### src/rtl/booth_datapath.sv
// booth_datapath
// Operand/accumulator datapath of a radix-2 Booth multiplier. Holds the
// multiplicand M and the {HQ,LQ,Q_1} shift chain, executes the control
// FSM's load / add-subtract / shift strobes, feeds Q_0, Q_1 and Z back,
// and presents the finished signed product on a valid/ready port.
//
// Optional feature: define BOOTH_OVERRUN_EN to add the sticky
// product_overrun flag (set when an unconsumed product is overwritten).

module booth_datapath #(
   parameter int WIDTH = 8
) (
   input  logic                 clk,
   input  logic                 rst,
   input  logic [WIDTH-1:0]     A,
   input  logic [WIDTH-1:0]     B,
   input  logic                 load_A,
   input  logic                 load_B,
   input  logic                 load_add,
   input  logic                 add_sub,
   input  logic                 shift_HQ_LQ_Q_1,
   output logic                 Q_0,
   output logic                 Q_1,
   output logic                 Z,
   output logic [2*WIDTH-1:0]   product,
   output logic                 product_valid,
`ifdef BOOTH_OVERRUN_EN
   output logic                 product_overrun,
`endif
   input  logic                 product_ready
);

   localparam int CW = $clog2(WIDTH + 1);

   // HQ and M carry one guard bit so that M = -2^(WIDTH-1) cannot overflow
   logic [WIDTH:0]   m;
   logic [WIDTH:0]   hq;
   logic [WIDTH-1:0] lq;
   logic             q1;
   logic [CW-1:0]    count;

   logic [WIDTH:0]   sum;
   logic [WIDTH:0]   hq_pre;
   logic [WIDTH:0]   hq_next;
   logic [WIDTH-1:0] lq_next;
   logic             q1_next;
   logic             loading;
   logic             do_shift;
   logic             completion;

   // Add/subtract first, then shift the sum; loads override everything else
   always_comb begin
      loading    = load_A | load_B;
      sum        = add_sub ? (hq + m) : (hq - m);
      hq_pre     = load_add ? sum : hq;
      do_shift   = shift_HQ_LQ_Q_1 && !loading && (count != '0);
      hq_next    = {hq_pre[WIDTH], hq_pre[WIDTH:1]};
      lq_next    = {hq_pre[0], lq[WIDTH-1:1]};
      q1_next    = lq[0];
      completion = do_shift && (count == CW'(1));
   end

   // Operand and shift-chain registers
   always_ff @(posedge clk or posedge rst) begin
      if (rst) begin
         m     <= '0;
         hq    <= '0;
         lq    <= '0;
         q1    <= 1'b0;
         count <= '0;
      end else if (loading) begin
         if (load_A) begin
            m     <= {A[WIDTH-1], A};
            hq    <= '0;
            count <= CW'(WIDTH);
         end
         if (load_B) begin
            lq <= B;
            q1 <= 1'b0;
         end
      end else if (do_shift) begin
         hq    <= hq_next;
         lq    <= lq_next;
         q1    <= q1_next;
         count <= count - 1'b1;
      end else if (load_add) begin
         hq <= sum;
      end
   end

   // Result register and valid flag; a fresh completion always wins over a consume
   always_ff @(posedge clk or posedge rst) begin
      if (rst) begin
         product       <= '0;
         product_valid <= 1'b0;
      end else if (completion) begin
         product       <= {hq_next[WIDTH-1:0], lq_next};
         product_valid <= 1'b1;
      end else if (product_valid && product_ready) begin
         product_valid <= 1'b0;
      end
   end

`ifdef BOOTH_OVERRUN_EN
   // Sticky record of a result lost to overwrite under backpressure
   always_ff @(posedge clk or posedge rst) begin
      if (rst) begin
         product_overrun <= 1'b0;
      end else if (completion && product_valid && !product_ready) begin
         product_overrun <= 1'b1;
      end
   end
`endif

   assign Q_0 = lq[0];
   assign Q_1 = q1;
   assign Z   = (count == '0);

endmodule
### config.mk
export PLATFORM = sky130hd
export DESIGN_NAME = booth_datapath
export DESIGN_NICKNAME = d
export VERILOG_FILES = /design/src/rtl/booth_datapath.sv
export SDC_FILE = /design/constraint.sdc
export NUM_CORES = 1
export LEC_CHECK = 0
export BUFFER_PORTS_ARGS = -buffer_cell sky130_fd_sc_hd__buf_2
export CELL_PAD_IN_SITES_DETAIL_PLACEMENT = 1
export CELL_PAD_IN_SITES_GLOBAL_PLACEMENT = 2
export CORE_AREA = 2 2 90 92
export DETAILED_ROUTE_END_ITERATION = 16
export DIE_AREA = 0 0 92 94
export GPL_TIMING_DRIVEN = 0
export HOLD_SLACK_MARGIN = 0.15
export PLACE_DENSITY = 0.89
export SKIP_CTS_REPAIR_TIMING = 1
export SYNTH_ARGS = -nofsm -noshare
export SYNTH_HDL_FRONTEND = slang
export SYNTH_SLANG_ARGS = --single-unit
### constraint.sdc
create_clock -name clk -period 3.6 [get_ports clk]
set_clock_uncertainty 0.15 [all_clocks]
set_input_delay 0.18 -clock clk [delete_from_list [all_inputs] [get_ports clk]]
set_output_delay 0.18 -clock clk [all_outputs]
set_load 0.1 [all_outputs]
# Word level (Yosys, flattened, before mapping)

Cells that the tools add are included.

Input port bits: 24
Register bits: 47
Output and inout port bits: 20

Equality and inequality tests: 3
Mux-type cells: 16
Reduce and logical (&&, ||, !) cells: 12
Bitwise operators: 1
Add/sub/neg operators: 3

Operators with widths:

| operator                                                              | count |
|---|---|
| 9-bit 2-to-1 mux                                                      | 4 |
| 8-bit 2-to-1 mux                                                      | 4 |
| 4-bit 2-to-1 mux                                                      | 3 |
| 9-bit adder                                                           | 1 |
| 9-bit subtractor                                                      | 1 |
| 2-bit AND reduction                                                   | 3 |
| 1-bit 2-to-1 mux                                                      | 5 |
| 4-bit by 1-bit equality test with 1-bit output, second input constant | 1 |
| 1-bit logical AND                                                     | 4 |
| 4-bit logical NOT                                                     | 1 |
| 2-bit inequality test, second input constant                          | 2 |
| 2-bit nonzero test                                                    | 2 |
| 4-bit nonzero test                                                    | 1 |
| 4-bit by 1-bit subtractor with 4-bit output, second input constant    | 1 |
| 1-bit logical NOT                                                     | 1 |
| 1-bit OR                                                              | 1 |

# Longest topological paths before layout

Gate-level depths: netlist of run 1.

Depth in word-level cells: 6
Mapped depth: 12
Mapped depth without buffers: 12

# Worst setup path after synthesis of run 1

No wires, ideal clock.

Path kind: flip-flop to flip-flop
Start point: register count[0]
End point: register product[14]
Path slack: -0.635 ns
Setup time: 0.126 ns
Buffers on the path: 1
Clock period less this slack: 4.235 ns
Cell stages (with the launch flop): 9
Arrival time: 3.959 ns
Path through: dfrtp_1 -> inv_1 -> ha_1 -> nor3b_1 -> nand2b_1 -> nor2_1 -> nand2_1 -> clkbuf_1 -> mux2_2

Word-level cells in the longest chain between the ends: 3
Elaborated cells between the ends (all ways): 4
Those cells by class: 1 x eq/ne; 3 x reduce/logical

RTL lines:

| item                     | RTL line | text |
|---|---|---|
| start: declaration       | 40       | `logic [CW-1:0] count;` |
| start signal: assignment | 75       | `count <= CW'(WIDTH);` |
| start signal: assignment | 85       | `count <= count - 1'b1;` |
| 4-bit nonzero test       | 56       | `do_shift = shift_HQ_LQ_Q_1 && !loading && (count != '0);` |
| 1-bit logical AND        | 56       |  |
| 1-bit logical AND (*)    | 60       | `completion = do_shift && (count == CW'(1));` |
| end signal: assignment   | 97       | `product <= {hq_next[WIDTH-1:0], lq_next};` |
| end: declaration         | 25       | `output logic [2*WIDTH-1:0] product,` |

Mark *: on every way between the ends. The rest lies on a longest branch, timed or not.
A chain may end at the register's enable or synchronous reset.

# Final worst setup path of run 1

Start point: register m[0]
End point: register hq[8]

Word-level cells in the longest chain between the ends: 4
Elaborated cells between the ends (all ways): 5
Those cells by class: 2 x add/sub; 3 x mux

RTL lines:

| item                                                   | RTL line | text |
|---|---|---|
| start: declaration                                     | 36       | `logic [WIDTH:0] m;` |
| start signal: assignment                               | 73       | `m <= {A[WIDTH-1], A};` |
| 9-bit subtractor / 9-bit adder (equally long branches) | 54       | `sum = add_sub ? (hq + m) : (hq - m);` |
| 9-bit 2-to-1 mux (*)                                   | 54       |  |
| 9-bit 2-to-1 mux (*)                                   | 86       | `end else if (load_add) begin` |
| 9-bit 2-to-1 mux (*)                                   | 71       | `end else if (loading) begin` |
| end signal: assignment                                 | 82       | `hq <= hq_next;` |
| end signal: assignment                                 | 87       | `hq <= sum;` |
| end: declaration                                       | 37       | `logic [WIDTH:0] hq;` |

Marked as above.

==> flow_metrics.py, run 1 <==
metrics = {
    "synth": {
        "synth_top_family_by_area": "compound AO/OA/AOI/OAI gates",
        "yosys.area_share.xor_xnor_pct": 4.301,
        "syn_inst": 261,
        "synthFlopType": "dfrtp_1",
        "synth_cell_types": 47,
        "ys_seq_area_share_pct": 44.42,
        "synth_common_cells": "47 x dfrtp_1, 22 x nand2_1, 18 x nor2_1",
        "syn_area_per_cell_um2": 10.14,
        "synthMuxAreaShare_pct": 12.19,
        "synth_top_area_share_pct": 44.42,
        "yosys.area_share.simple_pct": 11.86,
        "synth_fa_ha_area_share_pct": 6.900,
        "netlist_area_mm2": 0.002648,
        "synth_edf_count": 0,
        "synthesis.nets": 299,
        "post-synth-top-count-cell": "dfrtp_1",
        "yosys_warnings": 0,
        "ys_ff_latch": 47,
        "synth.top_cells.by_area": "dfrtp_1 44%, ha_1 6.1%, mux2i_1 4.5%, mux2_1 4.3%, mux2_2 3.4%",
        "synthArstFlopShare_pct": 100.0,
        "synth_top_area_cell": "dfrtp_1",
        "synth_compound_area_share_pct": 16.54,
    },
    "die": {
        "chipWidth_um": 92,
        "fp.coreArea_mm2": 0.007607,
        "std_cell_rows": 32,
        "boundaryPins": 44,
        "die_height_um": 94,
        "die-area_mm2": 0.008648,
        "start_util_pct": 34.80,
    },
    "finish": {
        "nets": 370,
        "drive_above_1_share_pct": 21.08,
        "num-fill-cells": 909,
        "area_growth_pct": 25.85,
        "n_antenna_cell": 0,
    },
    "drt": {
        "drt_wl_total_um": 6780,
        "ant_nets": 0,
        "via_per_inst": 5.171,
        "via_count": 2244,
        "drt_pre_antenna_iters": 4,
        "drtIter0Drc": 83,
        "drc": 0,
        "wl_per_cell_um": 15.62,
    },
    "setup_path": {
        "r2r-end": "hq[8]",
        "cpPeakStageDelay_ps": 460,
        "endpoint_kind": "register",
        "critPathTopFamily": "simple AND/OR/NAND/NOR gates",
        "reg2reg_from": "m[0]",
        "crit_chain": "inv_1 -> ha_1 -> nor3b_1 -> nor2_1 -> xnor2_1 -> ha_1 -> o21ai_0 -> or4_4 -> a211o_1 -> a21oi_1 -> xnor2_1 -> nor2_1",
        "crit_required_ps": 3630,
        "path_class": "reg2reg",
        "startpoint_type": "register",
        "cpMaxStageDelayCell": "or4_4",
        "crit_arrival_ps": 3310,
        "crit_path_max_fanout": 5,
        "reg2reg_slack_ps": 320,
        "reg2regPathDepth": 12,
        "path_buf_inv": 1,
    },
    "sta": {
        "slew_headroom_pct": 63.95,
        "max_freq_mhz": 305.0,
        "tns_ps": 0,
        "rsz0062_at_grt": "false",
        "holdWs_ps": 136.2,
        "finalCritPeriodShare_pct": 91.07,
        "finalSetupViolCount": 0,
        "worstMarginPinSlew_ps": 540.7,
        "fin_crit_ps": 3278,
        "slew_viol_final": 0,
        "finalHoldViolCount": 0,
    },
    "hold_path": {
        "hold_end": "hq[7]",
        "hold_class": "in2reg",
        "holdPathStages": 3,
        "hold_start": "load_B",
    },
    "place": {
        "port_buffers": 41,
        "place_hpwl_um": 4977,
        "gp_congestion": 0.8348,
    },
    "global_route": {
        "antenna_found_initial": 0,
        "grt_pass1_wl_um": 11090,
        "grt_use_total_pct": 16.27,
        "grt_pass1_vias": 2237,
        "grt.overflow.total": 0,
        "grt_max_degree": 33,
    },
    "clocking": {
        "cts_tree": "yes",
        "htree_levels": 2,
        "insertion_delay_ps": 310,
        "path_clk_slew_ps": 90,
        "ctsLongestPathBuffers": 2,
        "cts_root_buf": "clkbuf_8",
        "cts_sinks": 47,
        "numCtsBuffers": 5,
    },
    "pwr": {
        "power_density_mw_per_mm2": 444.8,
        "p_leak_nw": 1.583,
        "irDropWorstVdd_uv": 180.1,
        "power_mw": 1.482,
    },
    "flow_run": {
        "cap_violations": 0,
    },
    "outcome": {
        "status": "completed",
    },
}
-- worst max-delay path by stage --
stage,start,to,slack (ps),cells after the start
after global placement,m[0],hq[7],380,12
after CTS,m[0],hq[8],320,12
after detailed placement,m[0],hq[8],360,12
after floorplan,count[0],product[14],460,8
after global routing,m[0],hq[8],60,12
final,m[0],hq[8],320,12
-- registers in the layout (all words and copies together), names as in the netlist --
register / flops
count: 4
lq: 8
m: 8
product: 16
hq: 9
product_valid: 1
Q_1: 1
-- kinds of logic (layout without fill, tap and decap cells) --
| family | Yosys count | after routing |
|---|---|---|
| buffers and inverters | 24 | 95 |
| AOI/OAI and AO/OA | 68 | 68 |
| adders and majority gates | 14 | 14 |
| muxes | 30 | 30 |
| DFF | 47 | 47 |
| xor gates and xnor gates | 13 | 13 |
| and+or+nand+nor | 65 | 65 |
-- report_power, final --
| group | total, mW | leakage, nW | internal, mW | switching, mW |
|---|---|---|---|---|
| Sequential | 0.616 | 0.612 | 0.574 | 0.0419 |
| Clock | 0.383 | 0.0502 | 0.203 | 0.180 |
| Combinational | 0.484 | 0.920 | 0.172 | 0.311 |
| Total | 1.48 | 1.58 | 0.949 | 0.533 |
-- tightest hold or removal path, stage by stage --
cell and delay [ps]:
buf_2 160, or2_2 170, o31ai_2 60
-- cells in the final DEF (no fill, tap or decap), types with 2 or more instances in the layout --
cell type / synthesis / layout
dfrtp_1: 47 / 47
buf_2: 2 / 43
nand2_1: 22 / 22
dlygate4sd3_1: 0 / 22
nor2_1: 18 / 18
o21ai_0: 15 / 15
o21ai_1: 13 / 13
ha_1: 13 / 13
a21oi_1: 12 / 12
mux2i_1: 12 / 12
inv_1: 11 / 10
mux2_1: 10 / 10
clkbuf_1: 9 / 9
mux2_2: 8 / 8
a211oi_1: 7 / 7
xor2_1: 7 / 7
xnor2_1: 6 / 6
nor3_1: 5 / 5
clkbuf_8: 0 / 5
nand3b_1: 4 / 4
a211o_1: 3 / 3
nand3_1: 3 / 3
buf_4: 2 / 2
a211oi_2: 2 / 2
a31oi_1: 2 / 2
o21bai_1: 2 / 2
o211ai_1: 2 / 2
nor2b_1: 2 / 2
-- through the flow --
step | util (%) | std cells | worst slack (ps) | cell area, um2
after floorplan | - | 261 | 457.7 | 2653
after global routing | 43.80 | 434 | 55.93 | 3332
after global placement | 39.24 | 404 | 377.8 | 2985
after CTS | 40.90 | 412 | 321.6 | 3112
after detailed placement | 39.51 | 405 | 356.7 | 3005
final | 43.80 | 434 | 321.6 | 3332
-- routing by layer --
metal,vias up,wire [um],GRT usage [%]
li1,1068,-,-
met1,1137,3090,21.30
met2,29,3420,27.51
met3,10,150,2.729
met4,0,119,5.348
met5,-,0,0
-- cell type report --
type	count	area (um2)	area share, %
multi-input cells	190	1376	41.31
flip-flops and latches	47	1176	35.30
repair buffers	64	445.4	13.37
well taps	102	127.6	3.830
clock buffers	5	68.82	2.065
plain buffers	13	58.81	1.765
inverters	11	41.29	1.239
clock inverters	2	37.54	1.127
Note: power is estimated with default switching activity, not from simulation.
==> run 2: changes to the inputs <==
==> constraint.sdc (replaced) <==
create_clock -name clk -period 3.07 [get_ports clk]
set_clock_uncertainty 0.15 [all_clocks]
set_input_delay 0.1535 -clock clk [delete_from_list [all_inputs] [get_ports clk]]
set_output_delay 0.1535 -clock clk [all_outputs]
set_load 0.1 [all_outputs]
==> flow_metrics.py, run 2 (same netlist as run 1, synthesis figures left out) <==
metrics = {
    "global_route": {
        "use_met2_pct": 27.70,
        "busiest_layer": "met2",
        "met1_usage_pct": 21.43,
        "grt_use_total_pct": 16.21,
        "grt_pass1_vias": 2291,
        "grt_pass1_wl_um": 11090,
        "antenna_found_initial": 0,
        "grt.overflow.total": 0,
        "grt_max_degree": 33,
        "met3_usage_pct": 2.809,
    },
    "die": {
        "die-area_mm2": 0.008648,
        "fp.coreArea_mm2": 0.007607,
        "std_cell_rows": 32,
        "die_height_um": 94,
        "boundaryPins": 44,
        "start_util_pct": 34.80,
        "chipWidth_um": 92,
    },
    "finish": {
        "regMostFlops": "product",
        "largest_registers": "product x16, hq x9",
        "drive_above_1_share_pct": 29.48,
        "num-fill-cells": 883,
        "area_growth_pct": 33.13,
        "final_cell_mix": "45 x dfrtp_1, 43 x buf_2, 22 x dlygate4sd3_1",
        "largest_register_ffs": 16,
        "layout_commonest_cell": "dfrtp_1",
        "n_antenna_cell": 0,
        "stdcell_count": 448,
        "nets": 383,
        "post-route-util_pct": 46.33,
    },
    "setup_path": {
        "path_class": "reg2reg",
        "crit_path_max_fanout": 3,
        "crit_arrival_ps": 3160,
        "crit_required_ps": 3140,
        "reg2reg_slack_ps": -20,
        "endpoint_kind": "register",
        "startpoint_type": "register",
    },
    "clocking": {
        "ctsLongestPathBuffers": 2,
        "path_clk_slew_ps": 90,
        "cts_sinks": 47,
        "insertion_delay_ps": 300,
        "cts_tree": "yes",
        "cts_root_buf": "clkbuf_8",
        "htree_levels": 2,
        "numCtsBuffers": 5,
    },
    "sta": {
        "finalHoldViolCount": 0,
        "tns_ps": -48.84,
        "finalCritPeriodShare_pct": 100.6,
        "finalSetupViolCount": 3,
        "worstMarginPinSlew_ps": 541.1,
        "slew_headroom_pct": 63.93,
        "rsz0062_at_grt": "true",
        "slew_viol_final": 0,
        "finalWorstSetupSlack_ps": -18.14,
        "fin_crit_ps": 3088,
        "max_freq_mhz": 323.8,
    },
    "drt": {
        "via_count": 2307,
        "drt_pre_antenna_iters": 4,
        "drt_wl_total_um": 7405,
        "ant_nets": 0,
        "drtIter0Drc": 122,
        "wl_per_cell_um": 16.53,
        "drc": 0,
        "via_per_inst": 5.150,
    },
    "outcome": {
        "violations": "setup timing",
        "status": "finished, violations left",
    },
    "place": {
        "dp_cells": 405,
        "gp_congestion": 0.8702,
        "pre_cts_slack_ps": -228.2,
        "place_hpwl_um": 4935,
        "port_buffers": 41,
    },
    "pwr": {
        "power_density_mw_per_mm2": 506.8,
        "p_leak_nw": 1.658,
        "irDropWorstVdd_uv": 236.2,
        "power_mw": 1.786,
    },
    "hold_path": {
        "hold_class": "in2reg",
    },
    "flow_run": {
        "cap_violations": 0,
    },
}
## run 2: routing by layer
metal / up-vias / routed length (um)
met2: 32 / 3871
met4: 0 / 83
met3: 8 / 174
li1: 1097 / -
met5: - / 0
met1: 1170 / 3275
## run 2: final cells by class
cell class / instances / area, um2 / area share, %
inverters: 11 / 41.29 / 1.171
clock buffers: 6 / 82.58 / 2.343
plain buffers: 13 / 58.81 / 1.668
clock inverters: 2 / 16.27 / 0.4615
well taps: 102 / 127.6 / 3.621
flip-flops and latches: 47 / 1179 / 33.44
multi-input cells: 190 / 1473 / 41.78
repair buffers: 77 / 546.8 / 15.51
## run 2: critical path: stages, from the launching register on
cell and delay [ps]:
dfrtp_1 420, inv_2 90, ha_4 130, nor3b_4 250
a21oi_2 100, xor2_1 210, ha_1 320, o21ai_2 80
or4_4 520, a211o_1 350, nand2_2 120, xnor2_4 100
o31ai_2 170
## run 2: final timing paths
kind / startpoint / end / cells past startpoint
min: load_B / hq[7] / 3
min in group asynchronous: rst / count[3] / 3
min reg2reg: product[13] / product[13] / 2
max reg2reg: m[1] / hq[7] / 12
max in group asynchronous: rst / hq[6] / 4
max: m[1] / hq[7] / 12
## run 2: metrics by stage
stage                     hold slack [ps]  area [um2]
final                               144.2        3525
after global routing                163.4        3525
after CTS                          -320.9        3110
after detailed placement            9.038        3012
after global placement              196.1        2992
after floorplan                     112.5        2659
## run 2: where the power goes
group          switching [mW]  leakage, nW  internal [mW]  total [mW]
Clock                   0.215       0.0474          0.184       0.399
Combinational           0.401         1.00          0.257       0.658
Sequential             0.0557        0.610          0.673       0.729
Total                   0.672         1.66           1.11        1.79
==> run 3: changes to the inputs <==
--- a/config.mk
+++ b/config.mk
@@ -11,7 +11,6 @@
 export CORE_AREA = 2 2 90 92
 export DETAILED_ROUTE_END_ITERATION = 16
 export DIE_AREA = 0 0 92 94
-export GPL_TIMING_DRIVEN = 0
 export HOLD_SLACK_MARGIN = 0.15
 export PLACE_DENSITY = 0.89
 export SKIP_CTS_REPAIR_TIMING = 1
==> flow_metrics.py, run 3 (same netlist as run 1, synthesis figures left out) <==
metrics = {
    "drt": {
        "drt_pre_antenna_iters": 4,
        "drt_wl_total_um": 7154,
        "via_per_inst": 5.118,
        "drtIter0Drc": 68,
        "drc": 0,
        "wl_per_cell_um": 16.30,
        "via_count": 2247,
        "ant_nets": 0,
    },
    "global_route": {
        "grt_pass1_vias": 2297,
        "grt_max_degree": 48,
        "grt.overflow.total": 0,
        "grt_use_total_pct": 16.34,
        "antenna_found_initial": 0,
        "grt_pass1_wl_um": 11230,
    },
    "setup_path": {
        "r2r-end": "hq[8]",
        "crit_required_ps": 3100,
        "reg2reg_slack_ps": 60,
        "cpMaxStageDelayCell": "or4_4",
        "endpoint_kind": "register",
        "reg2regPathDepth": 11,
        "crit_path_max_fanout": 4,
        "critPathTopFamily": "simple AND/OR/NAND/NOR gates",
        "crit_chain": "nor4_2 -> buf_4 -> a21oi_1 -> xor2_1 -> ha_1 -> o21ai_2 -> or4_4 -> a211o_1 -> a21oi_2 -> xnor2_1 -> nor2_1",
        "cpPeakStageDelay_ps": 540,
        "path_class": "reg2reg",
        "crit_arrival_ps": 3040,
        "reg2reg_from": "m[3]",
        "path_buf_inv": 1,
        "startpoint_type": "register",
    },
    "die": {
        "boundaryPins": 44,
        "fp.coreArea_mm2": 0.007607,
        "std_cell_rows": 32,
        "chipWidth_um": 92,
        "die_height_um": 94,
        "die-area_mm2": 0.008648,
        "start_util_pct": 34.80,
    },
    "sta": {
        "finalCritPeriodShare_pct": 97.93,
        "tns_ps": 0,
        "worstMarginPinSlew_ps": 1006,
        "fin_crit_ps": 3007,
        "rsz0062_at_grt": "true",
        "max_freq_mhz": 332.6,
        "slew_headroom_pct": 32.81,
        "finalSetupViolCount": 0,
        "finalHoldViolCount": 0,
        "slew_viol_final": 0,
    },
    "hold_path": {
        "hold_start": "load_A",
        "hold_end": "hq[8]",
        "holdPathStages": 2,
        "hold_class": "in2reg",
    },
    "clocking": {
        "htree_levels": 2,
        "insertion_delay_ps": 300,
        "cts_tree": "yes",
        "numCtsBuffers": 5,
        "path_clk_slew_ps": 100,
        "cts_sinks": 47,
        "cts_root_buf": "clkbuf_8",
        "ctsLongestPathBuffers": 2,
    },
    "pwr": {
        "p_leak_nw": 1.662,
        "power_density_mw_per_mm2": 537.1,
        "irDropWorstVdd_uv": 243.3,
    },
    "place": {
        "dpl_cell_area_mm2": 0.003048,
        "port_buffers": 43,
        "place_hpwl_um": 4753,
        "gp_congestion": 0.8339,
    },
    "finish": {
        "drive_above_1_share_pct": 31.16,
        "regMostFlops": "product",
        "n_antenna_cell": 0,
        "num-fill-cells": 873,
        "largest_registers": "product x16, hq x9",
        "final_cell_mix": "46 x dfrtp_1, 43 x buf_2, 21 x nand2_1",
        "final_area_mm2": 0.003485,
        "area_growth_pct": 31.62,
        "post-route-util_pct": 45.81,
        "nets": 374,
        "layout_commonest_cell": "dfrtp_1",
        "largest_register_ffs": 16,
    },
    "flow_run": {
        "cap_violations": 0,
    },
    "outcome": {
        "status": "completed",
    },
}
## run 3: cell type report
type / count / area, um2 / area share, %
Inverter: 11 / 41.29 / 1.185
Tap cell: 102 / 127.6 / 3.662
Multi-Input combinational cell: 190 / 1468 / 42.12
Sequential cell: 47 / 1177 / 33.79
Clock inverter: 2 / 38.79 / 1.113
Timing Repair Buffer: 81 / 549.3 / 15.76
Clock buffer: 6 / 82.58 / 2.370
## run 3: how the worst max path moves through the flow
| stage | start | to | slack [ps] | cells after the start |
|---|---|---|---|---|
| 6_report | m[3] | hq[8] | 60 | 11 |
| 5_1_grt | m[1] | hq[8] | -50 | 12 |
| 4_1_cts | m[1] | hq[8] | -50 | 13 |
| 3_5_place_dp | m[1] | hq[8] | -20 | 13 |
| 3_3_place_gp | m[1] | hq[8] | 80 | 12 |
| 2_1_floorplan | m[0] | hq[8] | 160 | 12 |
## run 3: worst register-to-register path, stage by stage, from the launching register on
cell and delay, ps:
dfrtp_2 460, nor4_2 260, buf_4 150, a21oi_1 70, xor2_1 160, ha_1 320, o21ai_2 70, or4_4 540
a211o_1 350, a21oi_2 150, xnor2_1 130, nor2_1 50
## run 3: routing by layer
layer | up-vias | wire length, um | part of all wire, % | track usage [%]
li1 | 1076 | - | - | -
met1 | 1130 | 3079 | 43 | 20.78
met2 | 33 | 3794 | 53 | 28.43
met3 | 8 | 163 | 2.3 | 2.648
met4 | 0 | 116 | 1.6 | 5.348
met5 | - | 0 | 0 | 0
## run 3: per-stage QoR
stage / hold slack [ps] / cells / power (mW) / worst slack (ps)
final: 176.3 / 439 / 1.872 / 63.49
after global routing: 230.8 / 439 / 1.975 / -53.74
after CTS: -125.1 / 415 / 1.802 / -54.60
after detailed placement: 212.1 / 407 / 1.301 / -23.55
after global placement: 192.4 / 407 / 1.283 / 78.37
after floorplan: 112.5 / 261 / 1.143 / 159.4
## run 3: power by group
group          internal, mW  switching (mW)
logic                 0.254           0.395
registers             0.673          0.0542
clock network         0.268           0.227
total                  1.19           0.677
